<file path="src/rtl/pipe_pkg.sv">
// Shared types for the pipeline control slice.
// State encoding and register-specifier width.
package pipe_pkg;

  localparam int REG_W = 5;

  typedef enum logic [2:0] {
    RUN,
    LD_STALL,
    MEM_WAIT,
    DRAIN,
    HALTED
  } state_t;

endpackage

</file>
<file path="src/rtl/hazard_detect.sv">
// Load-use hazard compare between the EX-stage load
// and the source registers of the ID-stage instruction.
module hazard_detect
  import pipe_pkg::*;
#(
  parameter int W = REG_W
) (
  input  logic [W-1:0] id_rs,
  input  logic [W-1:0] id_rt,
  input  logic         id_uses_rt,
  input  logic         ex_mem_read,
  input  logic [W-1:0] ex_rd,
  output logic         lu_hazard
);

  logic rs_hit;
  logic rt_hit;

  // Register zero never carries a real dependency.
  always_comb begin
    rs_hit    = (ex_rd == id_rs);
    rt_hit    = id_uses_rt & (ex_rd == id_rt);
    lu_hazard = ex_mem_read
              & (ex_rd != '0)
              & (rs_hit | rt_hit);
  end

endmodule

</file>
<file path="src/rtl/pipeline_ctrl.sv">
// Stall/flush/bubble sequencer for the 5-stage pipeline.
// Load-use, memory wait, branch flush and halt drain.
module pipeline_ctrl #(
  parameter int REG_W        = pipe_pkg::REG_W,
  parameter int DRAIN_CYCLES = 3,
  parameter int MEM_TIMEOUT  = 255,
  parameter int CNT_W        = 16
) (
  input  logic             clk,
  input  logic             rst_n,
  input  logic [REG_W-1:0] id_rs,
  input  logic [REG_W-1:0] id_rt,
  input  logic             id_uses_rt,
  input  logic             ex_mem_read,
  input  logic [REG_W-1:0] ex_rd,
  input  logic             branch_taken,
  input  logic             mem_access,
  input  logic             mem_ready,
  input  logic             halt,
  output logic             pc_write,
  output logic             pwrite1,
  output logic             pwrite2,
  output logic             pwrite3,
  output logic             pwrite4,
  output logic             hold1,
  output logic             hold2,
  output logic             hold3,
  output logic             halted,
  output logic             mem_timeout,
  output logic [CNT_W-1:0] stall_cycles
);

  import pipe_pkg::*;

  localparam int WC_W = $clog2(MEM_TIMEOUT + 1);
  localparam int DC_W = $clog2(DRAIN_CYCLES + 1);

  localparam logic [WC_W-1:0] WC_MAX =
    WC_W'(MEM_TIMEOUT);
  localparam logic [DC_W-1:0] DC_INIT =
    DC_W'(DRAIN_CYCLES);

  state_t state_q, state_d;
  state_t ret_q, ret_d;
  state_t eff;

  logic [WC_W-1:0]  wait_q, wait_d;
  logic [DC_W-1:0]  drain_q, drain_d;
  logic [CNT_W-1:0] stall_q, stall_d;
  logic             tmo_q, tmo_d;

  logic lu;
  logic lu_live;
  logic mem_wait;
  logic run_like;
  logic s_halted, s_wait, s_drain;
  logic s_flush, s_lu, s_halt;

  logic       pc_c;
  logic [4:1] pw_c;
  logic [3:1] hd_c;
  logic       halted_c;

  hazard_detect #(
    .W (REG_W)
  ) u_hazard (
    .id_rs       (id_rs),
    .id_rt       (id_rt),
    .id_uses_rt  (id_uses_rt),
    .ex_mem_read (ex_mem_read),
    .ex_rd       (ex_rd),
    .lu_hazard   (lu)
  );

  // Mutually exclusive event selects, highest priority first.
  always_comb begin
    eff = (state_q == MEM_WAIT) ? ret_q : state_q;
    mem_wait = mem_access & ~mem_ready;
    s_halted = (eff == HALTED);
    s_wait   = ~s_halted & mem_wait;
    s_drain  = ~s_wait & (eff == DRAIN);
    run_like = ~s_wait
             & ((eff == RUN) | (eff == LD_STALL));
    lu_live  = lu & (eff != LD_STALL);
    s_flush  = run_like & branch_taken;
    s_lu     = run_like & ~branch_taken & lu_live;
    s_halt   = run_like & ~branch_taken
             & ~lu_live & halt;
  end

  // Next-state, counters and raw stage controls.
  always_comb begin
    state_d  = RUN;
    ret_d    = ret_q;
    wait_d   = '0;
    drain_d  = drain_q;
    tmo_d    = tmo_q;
    pc_c     = 1'b1;
    pw_c     = 4'b1111;
    hd_c     = 3'b000;
    halted_c = 1'b0;
    unique case (1'b1)
      s_halted: begin
        state_d  = HALTED;
        pc_c     = 1'b0;
        pw_c     = 4'b0000;
        halted_c = 1'b1;
      end
      s_wait: begin
        state_d = MEM_WAIT;
        ret_d   = (eff == DRAIN) ? DRAIN : RUN;
        pc_c    = 1'b0;
        pw_c[4] = 1'b0;
        hd_c    = 3'b111;
        wait_d  = (wait_q == WC_MAX)
                ? wait_q : wait_q + WC_W'(1);
        if (wait_d == WC_MAX) tmo_d = 1'b1;
      end
      s_drain: begin
        pc_c    = 1'b0;
        pw_c[1] = 1'b0;
        drain_d = drain_q - DC_W'(1);
        state_d = (drain_q == DC_W'(1))
                ? HALTED : DRAIN;
      end
      s_flush: begin
        pw_c[1] = 1'b0;
        pw_c[2] = 1'b0;
      end
      s_lu: begin
        state_d = LD_STALL;
        pc_c    = 1'b0;
        pw_c[2] = 1'b0;
        hd_c[1] = 1'b1;
      end
      s_halt: begin
        state_d = DRAIN;
        drain_d = DC_INIT;
      end
      default: ;
    endcase
    stall_d = stall_q;
    if (~s_halted & ~pc_c & (stall_q != '1))
      stall_d = stall_q + CNT_W'(1);
  end

  // Controls are forced low while reset is held.
  always_comb begin
    pc_write     = pc_c & rst_n;
    pwrite1      = pw_c[1] & rst_n;
    pwrite2      = pw_c[2] & rst_n;
    pwrite3      = pw_c[3] & rst_n;
    pwrite4      = pw_c[4] & rst_n;
    hold1        = hd_c[1] & rst_n;
    hold2        = hd_c[2] & rst_n;
    hold3        = hd_c[3] & rst_n;
    halted       = halted_c & rst_n;
    mem_timeout  = tmo_q;
    stall_cycles = stall_q;
  end

  // State and counter registers.
  always_ff @(posedge clk or negedge rst_n) begin
    if (!rst_n) begin
      state_q <= RUN;
      ret_q   <= RUN;
      wait_q  <= '0;
      drain_q <= '0;
      stall_q <= '0;
      tmo_q   <= 1'b0;
    end else begin
      state_q <= state_d;
      ret_q   <= ret_d;
      wait_q  <= wait_d;
      drain_q <= drain_d;
      stall_q <= stall_d;
      tmo_q   <= tmo_d;
    end
  end

endmodule

</file>
<file path="config.mk">
export PLATFORM = sky130hd
export DESIGN_NAME = pipeline_ctrl
export DESIGN_NICKNAME = d
export VERILOG_FILES = /design/src/rtl/pipe_pkg.sv /design/src/rtl/hazard_detect.sv /design/src/rtl/pipeline_ctrl.sv
export SDC_FILE = /design/constraint.sdc
export NUM_CORES = 1
export LEC_CHECK = 0
export CORE_AREA = 2 2 68 70
export CTS_BUF_LIST = sky130_fd_sc_hd__clkbuf_8
export DETAILED_ROUTE_END_ITERATION = 6
export DIE_AREA = 0 0 70 72
export PLACE_DENSITY = 0.75
export SLEW_MARGIN = 20
export SYNTH_ARGS = -nofsm -noshare
export SYNTH_HDL_FRONTEND = slang
export SYNTH_SLANG_ARGS = --single-unit
</file>
<file path="constraint.sdc">
create_clock -name clk -period 2.7 [get_ports clk]
set_input_delay 0.675 -clock clk [delete_from_list [all_inputs] [get_ports clk]]
set_output_delay 0.675 -clock clk [all_outputs]
set_load 0.1 [all_outputs]
</file>
# == Word level (Yosys, flattened, before mapping) ==
# Cells that the tools add are included.
# classes
bitwise_logic,31
muxes,15
n_addsub,3
n_eq_ne,11
reduce_logical,9
# op_table
cell,n
1-bit AND,24
"16-bit by 1-bit adder with 16-bit output, second input constant",1
"8-bit equality test, second input constant",2
8-bit two-way mux,2
"16-bit inequality test, second input constant",1
3-bit case mux with 5 select lines,1
5-bit equality test,2
"8-bit by 1-bit adder with 8-bit output, second input constant",1
1-bit two-way mux,7
"3-bit by 2-bit equality test with 1-bit output, second input constant",2
3-bit two-way mux,2
3-bit OR reduction,2
1-bit inverter,5
5-bit nonzero test,1
2-bit two-way mux,2
2-bit case mux with 2 select lines,1
2-bit OR reduction,2
4-bit OR reduction,1
"3-bit by 1-bit equality test with 1-bit output, second input constant",1
"3-bit equality test, second input constant",1
3-bit logical NOT,1
"3-bit by 1-bit inequality test with 1-bit output, second input constant",1
"2-bit by 1-bit equality test with 1-bit output, second input constant",1
1-bit OR,2
other kinds (3),3
# word_totals
word_cells,75
regBits,33

# == Logic depth before layout (Yosys ltp) ==
# depth
ltp_word,12
ltp_mapped,7

# == By module ==
# A second synthesis with hierarchy kept.
# hier_totals
cells_unflattened,199
hier_area_um2,1899.3
# by_module_without_submodules
module,area_each_um2,cells_each,instances,seq_area_each_um2
pipeline_ctrl,1766.7,182,1,775.7
hazard_detect,132.6,17,1,0.0

# == Worst setup path after synthesis ==
# OpenSTA, ideal clock, no wires.
# synth_path
path_kind,input port to output port
start,input port rst_n
end,output port pwrite2
t_arrival_ns,3.018
t_required_ns,2.025
path_stages,4
slack_ns,-0.993
path_buffers,0
cell_sequence,nand2_1 inv_1 nand2_1 a21oi_1
# synth_via
elab_chain_cells,1
# synth_rtl
element,line,source
from (decl),pipeline_ctrl.sv:10,"input logic rst_n,"
1-bit AND,pipeline_ctrl.sv:151,pwrite2 = pw_c[2] & rst_n;
to (decl),pipeline_ctrl.sv:22,"output logic pwrite2,"
# No other way between the ends.

# == Worst setup path after layout ==
# layout_path
start,input port ex_rd[2]
end,output port pwrite2
# layout_via
elab_chain_cells,9
word_cells_on_any_way,12
# layout_rtl
element,line,source
from (decl),pipeline_ctrl.sv:15,"input logic [REG_W-1:0] ex_rd,"
5-bit equality test,hazard_detect.sv:22,rt_hit = id_uses_rt & (ex_rd == id_rt);
1-bit AND,hazard_detect.sv:22,
1-bit OR,hazard_detect.sv:25,& (rs_hit | rt_hit);
1-bit AND *,hazard_detect.sv:25,
1-bit AND *,pipeline_ctrl.sv:84,lu_live = lu & (eff != LD_STALL);
1-bit AND *,pipeline_ctrl.sv:86,s_lu = run_like & ~branch_taken & lu_live;
3-bit OR reduction (no line) *,-,
1-bit two-way mux *,pipeline_ctrl.sv:102,unique case (1'b1)
1-bit AND *,pipeline_ctrl.sv:151,
# Every way passes the cells marked *; elsewhere a longest branch is shown, timed or not.

==> results.md <==
- VDD IR max: 1.30 mV
- Async SR Flop Fraction: 1.00
- Root buffer cell: clkbuf_8
- Post-synthesis mux area share: 0.0135
- Hold Slack: between 400 and 500 ps
- R2r setup slk: between 400 and 500 ps
- Top-Level Pins: 49
- CTS tree: built
- Static leakage: roughly 1.2 nW
- WP data required: 2030 ps
- Main synth FF type: dfrtp_1
- Vias/cell: approximately 5.2
- Router iterations before antenna repair: 4
- Crit share post-route: 1.01
- Placed insts: between 300 and 400
- Worst-skew pair later-pin latency: approximately 280 ps
- Min-Delay Path Depth: 1
- Max-slew headroom: 0.555
- Compound-cell area share of the yosys netlist: 0.0904
- Status: finished, violations left
- Clock tree buffer depth: 2
- RSZ-0062 raised after global routing: yes
- Worst-margin pin slew: around 660 ps
- Arr. time, crit path: a little over 2000 ps
- Clock sinks: 31
- CP max stage delay: 540 ps
- CORE AREA: between 4000 and 5000 um^2
- Die Width: around 70 um
- Failing checks: negative setup slack
- Post-synth EDFFs: 0
- I/O Buffers: 48
- Simple-gate share of the synthesized area: 0.305
- Fraction of layout cells with a size suffix above 1: 0.313
- Initial Utilization: 0.435
- Non-Filler Instances: 330
- Period minus WS final: around 2700 ps
- Final wirelength: 4300 um
- CP max-delay cell: or4_4
- Site Rows: 24
- TNS Setup: -67.6 ps
- Worst flop-to-flop path endpoint: stall_cycles[5]
- Pwr dens: around 1100 nW/um^2
- Die Height: ~72 um
- Cells after synthesis: approximately 200
- Endpoint class of the critical path: primary output
- Global-route wire length before repair: ~7600 um
- Fin. max-slew vios: 0
- Mapped Area: approximately 1900 um^2
- Setup violators final: 2
- Layout Nets: between 300 and 400
- # DRC: 0
- PnR worst setup slack: -36.3 ps
- Largest family of logic cells by synthesized area: simple AND/OR/NAND/NOR gates
- Clk pin slew, worst setup/hold paths: approximately 60 ps
- Synth Net Count: ~230
- HP Class: reg2reg
- Total GRT Usage: 0.185
- Max FO, Critical Path: 3
- Via count: 1,721
- Clock Skew: between 2 and 3 ps
- Post-synthesis adder-cell area fraction: 0.0202
- Synth Area in XOR/XNOR: 0.132
- HPWL Detailed: about 3300 um
- Worst r2r src: state_q[0]
- Area growth from synthesis to layout: 50.8%
- Syn avg cell area: 9.18 um^2
- Initial antenna violation count: 0
- Dpl cell area: between 2000 and 3000 um^2
- Syn. warnings: 0
- Routed WL per cell: ~13 um
- Critical path startpoint: ex_rd[2]
- Final antenna diode count: 0
- CTS Buf Count: 5
- Final hold violations: 0
- Synth Register Bits: 31
- Critical path cell sequence: buf_6 -> or4_4 -> o211ai_4 -> nor2b_4 -> buf_4 -> a21oi_4 -> buf_12
- F_max: about 0.37 GHz
- Die Area: roughly 5000 um^2
- Setup crit start kind: primary input
- Final instance area: 2800 um^2
- Vias in the first global route: around 1,700
- Pin count of the biggest net entering global routing: 21
- Detail Route Antenna Nets: 0
- Cells on worst reg2reg path: 9
- H-tree levels: 2
- Post-synthesis sequential area ratio: 0.418
- CP Class: in2out
- Cell variety after synth: 40
- Critical Path End: pwrite2
- Overflow after GRT: 0
- 1st-iter DRT viols: 59
- MaxCap Viol Count: 0
- Final Wtd Congestion: roughly 0.8
## synth_stat cells, types with 2 or more instances
library cell / n / area share
o22ai_1: 2 / 0.0067
nand3_1: 12 / 0.032
nand2_1: 29 / 0.059
inv_1: 3 / 0.0061
and2_1: 2 / 0.0067
clkbuf_1: 2 / 0.0041
o211ai_1: 2 / 0.0081
dfrtp_1: 31 / 0.42
nand4_1: 4 / 0.013
nand2b_1: 6 / 0.020
and3_1: 2 / 0.0067
nor3_1: 6 / 0.016
xnor2_1: 12 / 0.057
nor4_2: 2 / 0.013
nor3_2: 6 / 0.032
xor2_1: 16 / 0.076
nor3b_1: 3 / 0.012
nor2_1: 22 / 0.045
o21ai_0: 5 / 0.013
nor4_1: 5 / 0.017
ha_1: 3 / 0.020
a21oi_1: 9 / 0.024
## per-stage QoR
stage	power, mW	util	setup WS [ps]
after floorplan	2.10	-	-147
after global placement	2.52	0.613	-372
after detailed placement	2.54	0.613	-375
after CTS	3.04	0.647	-81.6
after global routing	3.20	0.656	-77.4
final	3.04	0.656	-36.3
## how the worst min path moves through the flow
stage / from / to
floorplan: rst_n / drain_q[0]
global placement: ret_q[0] / ret_q[0]
detailed placement: mem_timeout / mem_timeout
CTS: mem_timeout / mem_timeout
global route: stall_cycles[6] / stall_cycles[6]
finish: mem_timeout / mem_timeout
## report_power, final
part / switching (mW) / internal [mW] / total, mW
Sequential: 0.161 / 0.604 / 0.765
Clock: 0.168 / 0.298 / 0.467
Combinational: 1.29 / 0.520 / 1.81
## layer usage
layer  track usage  vias to the layer above  wire length, um
met5             0                        -                0
met4        0.0577                        0               20
met3        0.0403                        4              197
met2         0.316                       42             2250
met1         0.237                      814             1830
li1              -                      861                -
## worst max-delay path: cells and delay by family
family | cells | cell delay, ps
compound gates | 2 | 350
buf+inv | 3 | 420
simple gates | 2 | 620
## cell families after synthesis
logic type | after synthesis
buffers and inverters | 7
xor gates and xnor gates | 28
AOI/OAI and AO/OA | 25
muxes | 2
and+or+nand+nor | 106
DFF | 31
adders and majority gates | 3
## layout by cell type, fill, tap and decap left out, types with 8 or more instances in the layout
master,n
buf_12,9
xor2_1,16
dfrtp_1,31
nor2_1,19
buf_4,40
dlygate4sd2_1,12
nand3_1,12
xnor2_1,12
a21oi_1,8
nand2_1,28
## registers in the layout (all words and copies together), names as in the netlist
name	cells
drain_q	2
mem_timeout	1
ret_q	1
stall_cycles	16
state_q	3
wait_q	8
## timing repair
action                                 CTS  global route
setup buffers                            3             3
gates cloned                             0             0
setup endpoints to repair                4             3
endpoints found under the hold margin    0             0
resized for setup                       37             3
hold buffers                             0             0
pin swaps                               15            10
## area by class of cell
type	instances	area, um^2
fill	358	1470
tap	52	65.1
inverter	3	15.0
timing repair buffer	72	692
clock inverter	2	35.0
clock buffer	6	82.6
sequential	31	776
multi-input combinational	164	1130
Note: power is estimated with default switching activity, not from simulation.
